==> src/rtl/rotary_pkg.sv <==
// Shared types for the rotary step controller: FSM encoding, queued step entry layout
// and direction constants.
package rotary_pkg;

  typedef enum logic {
    IDLE  = 1'b0,
    APPLY = 1'b1
  } state_e;

  typedef struct packed {
    logic dir;
    logic fast;
  } step_entry_t;

  localparam int   ENTRY_W  = $bits(step_entry_t);
  localparam logic DIR_UP   = 1'b1;
  localparam logic DIR_DOWN = 1'b0;

endpackage

==> src/rtl/step_fifo.sv <==
// Small synchronous FIFO for detent steps. A push into a full FIFO is accepted when a pop
// happens on the same edge; flush empties it and wins over push/pop.
module step_fifo #(
  parameter  int DEPTH   = 4,
  parameter  int ENTRY_W = 2,
  localparam int CNT_W   = $clog2(DEPTH + 1),
  localparam int PTR_W   = $clog2(DEPTH)
) (
  input  logic               clk,
  input  logic               rst_n,
  input  logic               push,
  input  logic               pop,
  input  logic               flush,
  input  logic [ENTRY_W-1:0] wr_data,
  output logic [ENTRY_W-1:0] rd_data,
  output logic               full,
  output logic               empty,
  output logic [CNT_W-1:0]   count
);

  logic [ENTRY_W-1:0] mem [DEPTH];
  logic [PTR_W-1:0]   wr_ptr;
  logic [PTR_W-1:0]   rd_ptr;
  logic               do_push;
  logic               do_pop;

  assign full    = (count == CNT_W'(DEPTH));
  assign empty   = (count == '0);
  assign do_pop  = pop && !empty;
  assign do_push = push && (!full || do_pop);
  assign rd_data = mem[rd_ptr];

  always_ff @(posedge clk) begin
    if (do_push && !flush) begin
      mem[wr_ptr] <= wr_data;
    end
  end

  always_ff @(posedge clk or negedge rst_n) begin
    if (!rst_n) begin
      wr_ptr <= '0;
      rd_ptr <= '0;
      count  <= '0;
    end else if (flush) begin
      wr_ptr <= '0;
      rd_ptr <= '0;
      count  <= '0;
    end else begin
      if (do_push) wr_ptr <= wr_ptr + PTR_W'(1);
      if (do_pop)  rd_ptr <= rd_ptr + PTR_W'(1);
      case ({do_push, do_pop})
        2'b10:   count <= count + CNT_W'(1);
        2'b01:   count <= count - CNT_W'(1);
        default: count <= count;
      endcase
    end
  end

endmodule

==> src/rtl/rotary_step_controller.sv <==
// Turns detent strobes into a bounded up/down count with acceleration, saturate/wrap
// limits, a queued step buffer, hold and synchronous load/flush.
module rotary_step_controller
  import rotary_pkg::*;
#(
  parameter  int WIDTH       = 10,
  parameter  int MIN_VAL     = 0,
  parameter  int MAX_VAL     = 1023,
  parameter  int FAST_WINDOW = 100,
  parameter  int FAST_STEP   = 8,
  parameter  int FIFO_DEPTH  = 4,
  localparam int PEND_W      = $clog2(FIFO_DEPTH + 1)
) (
  input  logic              Clk,
  input  logic              Reset_N,
  input  logic              Step,
  input  logic              Dir,
  input  logic              Wrap,
  input  logic              Hold,
  input  logic              Load,
  input  logic [WIDTH-1:0]  Load_Value,
  output logic [WIDTH-1:0]  Count,
  output logic              Changed,
  output logic              Limit,
  output logic              Overflow,
  output logic [PEND_W-1:0] Pending,
  output state_e            Dbg_State
);

  localparam int             IVL_W = $clog2(FAST_WINDOW + 1);
  localparam logic [WIDTH:0] MIN_X = (WIDTH + 1)'(MIN_VAL);
  localparam logic [WIDTH:0] MAX_X = (WIDTH + 1)'(MAX_VAL);

  state_e            state_q, state_d;
  step_entry_t       op_q;
  step_entry_t       fifo_wr;
  step_entry_t       fifo_rd;
  logic [IVL_W-1:0]  interval_q;
  logic              last_dir_q;
  logic              fifo_full, fifo_empty;
  logic              pop, push, drop;

  // Valid/ready: a step is accepted when the queue has room or frees a slot on the same
  // edge; the FSM takes the head only in IDLE with Hold and Load both low.
  assign pop     = (state_q == IDLE) && !fifo_empty && !Hold && !Load;
  assign push    = Step && !Load && (!fifo_full || pop);
  assign drop    = Step && !Load && fifo_full && !pop;
  assign fifo_wr = '{dir: Dir,
                     fast: (interval_q < IVL_W'(FAST_WINDOW)) && (Dir == last_dir_q)};

  assign Dbg_State = state_q;

  step_fifo #(
    .DEPTH   (FIFO_DEPTH),
    .ENTRY_W (ENTRY_W)
  ) u_fifo (
    .clk     (Clk),
    .rst_n   (Reset_N),
    .push    (push),
    .pop     (pop),
    .flush   (Load),
    .wr_data (fifo_wr),
    .rd_data (fifo_rd),
    .full    (fifo_full),
    .empty   (fifo_empty),
    .count   (Pending)
  );

  always_comb begin
    state_d = state_q;
    case (state_q)
      IDLE:    if (pop) state_d = APPLY;
      APPLY:   state_d = IDLE;
      default: state_d = IDLE;
    endcase
    if (Load) state_d = IDLE;
  end

  // One extra bit keeps Count+inc and MIN_VAL+inc free of wrap-around.
  logic [WIDTH:0]   cnt_x, inc_x, sum_x, apply_x, load_x;
  logic             apply_limit;
  logic [WIDTH-1:0] count_d;
  logic             limit_d;

  always_comb begin
    cnt_x       = {1'b0, Count};
    inc_x       = op_q.fast ? (WIDTH + 1)'(FAST_STEP) : (WIDTH + 1)'(1);
    sum_x       = cnt_x + inc_x;
    apply_x     = cnt_x;
    apply_limit = 1'b0;
    if (op_q.dir == DIR_UP) begin
      if (sum_x <= MAX_X) begin
        apply_x = sum_x;
      end else begin
        apply_limit = 1'b1;
        apply_x     = Wrap ? MIN_X : MAX_X;
      end
    end else begin
      if (cnt_x >= MIN_X + inc_x) begin
        apply_x = cnt_x - inc_x;
      end else begin
        apply_limit = 1'b1;
        apply_x     = Wrap ? MAX_X : MIN_X;
      end
    end

    load_x = {1'b0, Load_Value};
    if (load_x < MIN_X) load_x = MIN_X;
    if (load_x > MAX_X) load_x = MAX_X;

    count_d = Count;
    limit_d = 1'b0;
    if (Load) begin
      count_d = load_x[WIDTH-1:0];
    end else if (state_q == APPLY) begin
      count_d = apply_x[WIDTH-1:0];
      limit_d = apply_limit;
    end
  end

  always_ff @(posedge Clk or negedge Reset_N) begin
    if (!Reset_N) begin
      state_q    <= IDLE;
      op_q       <= '0;
      Count      <= WIDTH'(MIN_VAL);
      Changed    <= 1'b0;
      Limit      <= 1'b0;
      Overflow   <= 1'b0;
      interval_q <= IVL_W'(FAST_WINDOW);
      last_dir_q <= DIR_UP;
    end else begin
      state_q <= state_d;
      Count   <= count_d;
      Changed <= (count_d != Count);
      Limit   <= limit_d;
      if (pop) op_q <= fifo_rd;

      if (Load)      Overflow <= 1'b0;
      else if (drop) Overflow <= 1'b1;

      // Spacing is tracked even for steps swallowed by a Load.
      if (Step) begin
        interval_q <= '0;
        last_dir_q <= Dir;
      end else if (interval_q < IVL_W'(FAST_WINDOW)) begin
        interval_q <= interval_q + IVL_W'(1);
      end
    end
  end

endmodule

==> config.mk <==
export PLATFORM = sky130hd
export DESIGN_NAME = rotary_step_controller
export DESIGN_NICKNAME = d
export VERILOG_FILES = /design/src/rtl/rotary_pkg.sv /design/src/rtl/step_fifo.sv /design/src/rtl/rotary_step_controller.sv
export SDC_FILE = /design/constraint.sdc
export NUM_CORES = 1
export LEC_CHECK = 0
export ABC_AREA = 0
export BUFFER_PORTS_ARGS = -buffer_cell sky130_fd_sc_hd__buf_2
export CAP_MARGIN = 0
export CORE_AREA = 4 4 94 96
export CTS_CLUSTER_DIAMETER = 40
export CTS_CLUSTER_SIZE = 25
export DETAILED_ROUTE_END_ITERATION = 8
export DIE_AREA = 0 0 98 100
export PLACE_DENSITY = 0.61
export SLEW_MARGIN = 20
export SYNTH_ARGS = -nofsm -noshare
export SYNTH_HDL_FRONTEND = slang
export SYNTH_SLANG_ARGS = --single-unit
==> constraint.sdc <==
create_clock -name Clk -period 2.95 [get_ports Clk]
set_input_delay 0.59 -clock Clk [delete_from_list [all_inputs] [get_ports Clk]]
set_output_delay 0.59 -clock Clk [all_outputs]
set_load 0.02 [all_outputs]
==> results.py <==
metrics = {
    "worst_setup_path": {
        "cp.required_ps": 3130,
        "r2r_start": "Count[0]",
        "start_kind": "register",
        "crit_fanout": 5,
        "criticalPathCategory": "register to register",
        "r2r-end": "Changed",
        "reg2reg_depth": 10,
        "cp.arrival_ps": 2930,
        "startpoint": "Count[0]",
        "r2r_slack_ps": 200,
        "worstPathCellList": "ha_1, ha_1, and3b_1, o2111ai_1, mux2_2, o22ai_4, xnor2_2, o211ai_1, nor4_2, o2111ai_1",
        "cp-end-kind": "register",
        "slowest_delay_ps": 430,
        "crit_slowest_cell": "dfrtp_1",
    },
    "layout": {
        "finish.net_count": 364,
        "drive_above_1_share_pct": 23.5,
        "multi_input_area_um2": 1620,
        "syn_to_final_growth_pct": 15.7,
        "n_fill_cell": 835,
        "num_antenna_cells": 0,
        "register_area_um2": 1020,
    },
    "synth": {
        "synthCells": 299,
        "netlist_area_um2": 2770,
        "yosysWarnings": 0,
        "synth.area.top_cells": "dfrtp_1, edfxtp_1, xnor2_1",
        "avgSynthCellArea_um2": 9.25,
        "synth_common_cells": "nor2_1, dfrtp_1, nand2_1, xnor2_1, a21oi_1",
        "synth_ff_type": "dfrtp_1",
        "synth_edf_count": 8,
        "yosysTopAreaCell": "dfrtp_1",
        "synthArstFlopShare_pct": 79.5,
        "synth-seq-cells": 39,
        "synth_cell_types": 66,
        "synth_nets": 328,
        "synthMostInstantiatedCell": "nor2_1",
        "synth_top_cell_area_share_pct": 24.4,
        "ys_seq_area_share_pct": 36.9,
    },
    "power_and_ir_drop": {
        "combPwrFrac_pct": 52.5,
        "power_frac_clock_pct": 18.0,
        "p_per_area_nw_per_um2": 809,
        "ir_drop_v": 0.000263,
        "p_int_w": 0.00148,
        "leakage_nw": 1.37,
        "switchingPower_w": 0.00111,
        "swShare_pct": 42.9,
        "pwr-share-seq_pct": 29.5,
    },
    "clock_tree": {
        "path_clk_slew_ps": 90,
        "cts_buffer_depth": 2,
        "cts_sinks": 39,
        "hold_buffers": 0,
        "cts_tree": "done",
        "cts.htree.levels": 2,
        "numCtsBuffers": 5,
        "clock_latency_ps": 300,
        "root_buffer": "clkbuf_8",
    },
    "floorplanning": {
        "start_util_pct": 34.4,
        "design.core.area_um2": 8050,
        "row_count": 33,
        "die_area_um2": 9800,
        "die_h_um": 100,
        "io-pin-count": 34,
        "die_x_um": 98,
    },
    "grt": {
        "grt_usage_pct": 14.8,
        "grtUsageMet3_pct": 3.06,
        "grt_pass1_wl_um": 11700,
        "grt_overflow_total": 0,
        "antenna_found_initial": 0,
        "grt_pass1_vias": 2354,
        "grt_max_degree": 32,
        "met1_usage_pct": 17.7,
        "busiest_layer": "met2",
        "met2_usage_pct": 26.8,
    },
    "timing": {
        "finalMaxSlewViolations": 0,
        "min_period_ps": 2750,
        "timing.setup.tns_ps": 0,
        "tightest_slew_ps": 744,
        "setup_violations": 0,
        "timing.hold.ws_ps": 354,
        "post-route-period-util_pct": 93.4,
        "rsz0062_at_grt": "no",
        "fmax_mhz": 363,
        "finalHoldViolCount": 0,
        "finalWorstSetupSlack_ps": 196,
        "clock-skew-final_ps": 8.20,
        "relSlewSlack_pct": 50.4,
    },
    "detailed_routing": {
        "drt_iter0_drc": 99,
        "first_pass_iters": 5,
        "drt-total-wl_um": 7100,
        "drtAntennaViolNets": 0,
        "vias": 2323,
        "wire_per_inst_um": 16.1,
        "viasPerCell": 5.27,
        "drc": 0,
    },
    "flow_run": {
        "max_cap_violations": 0,
    },
    "hold_path": {
        "min_path_type": "input pin to asynchronous set/reset pin",
    },
    "placed_design": {
        "portBuffers": 33,
        "preCtsSetupSlack_ps": 188,
        "place_congestion": 0.990,
        "hpwlAfterDp_um": 5440,
    },
    "outcome": {
        "status": "finished clean",
    },
}
[how the worst max path moves through the flow]
stage / to / slack [ps] / cells after the start
floorplan: Changed / 180 / 10
CTS: Changed / 170 / 10
finish: Changed / 200 / 10
detailed placement: Changed / 190 / 10
global placement: Changed / 250 / 10
global route: Changed / 30 / 10
[cells in the final DEF (no fill, tap or decap), types with 5 or more instances in the layout]
master	count
a21oi_1	18
edfxtp_1	8
clkbuf_8	5
nand3_1	7
buf_2	33
xor2_1	10
buf_4	14
nor2_1	31
dfrtp_1	27
nand2_1	27
ha_1	11
and2_1	8
mux2i_1	5
xnor2_1	22
o21ai_0	6
inv_1	11
o21ai_1	11
[stage by stage]
stage	instance area [µm²]	total power, W	utilization, %	cells
after floorplan	2770	0.00177	-	299
after global placement	3080	0.00210	38.3	433
after detailed placement	3080	0.00211	38.3	433
after CTS	3200	0.00259	39.7	441
after global routing	3200	0.00277	39.8	441
final	3200	0.00259	39.8	441
[registers in the layout, summed over array words and instances (netlist names), 2 cells and up]
name	flops
u_fifo.count	3
u_fifo.mem	8
u_fifo.rd_ptr	2
op_q	2
u_fifo.wr_ptr	2
Count	10
interval_q	7
[power by group through the flow]
stage	Combinational, W	Clock, W	Sequential [W]
2_1_floorplan	0.000979	0	0.000791
6_report	0.00136	0.000466	0.000765
3_3_place_gp	0.00133	0	0.000772
5_1_grt	0.00148	0.000502	0.000784
3_5_place_dp	0.00133	0	0.000777
4_1_cts	0.00134	0.000484	0.000765
[per-layer routing]
metal,vias up,wire length [µm],part of all wire [%]
met5,-,0,0
met1,1122,3050,43
met4,0,85,1.2
met3,9,364,5.1
li1,1130,-,-
met2,62,3590,51
[kinds of logic (layout without fill, tap and decap cells)]
group	count (synthesis)	in the layout	share of synthesized area, %
AOI/OAI and AO/OA	75	75	19.3
xor gates and xnor gates	33	33	10.7
adders and majority gates	12	12	5.70
buffers and inverters	31	68	4.93
DFF	39	39	36.9
muxes	10	10	4.66
and+or+nand+nor	99	99	17.8
[worst max-delay path, delay by kind of cell (launching register included)]
kind / cells / cell delay [ps]
muxes: 1 / 400
and+or+nand+nor: 2 / 540
DFF: 1 / 430
xor gates and xnor gates: 1 / 130
adders and majority gates: 2 / 460
AOI/OAI and AO/OA: 4 / 690
[timing repair]
item | in CTS | in global routing
setup endpoints to repair | 0 | 1
gates resized for setup | 0 | 1
setup buffers | 0 | 0
[layout make-up]
type | instances | share of cell area (%)
Clock inverter | 3 | 1.45
Tap cell | 105 | 4.10
Multi-Input combinational cell | 229 | 50.4
Clock buffer | 5 | 2.15
Timing Repair Buffer | 47 | 8.44
Sequential cell | 39 | 31.9
Inverter | 13 | 1.52
Power figures use the tool's default switching activity.
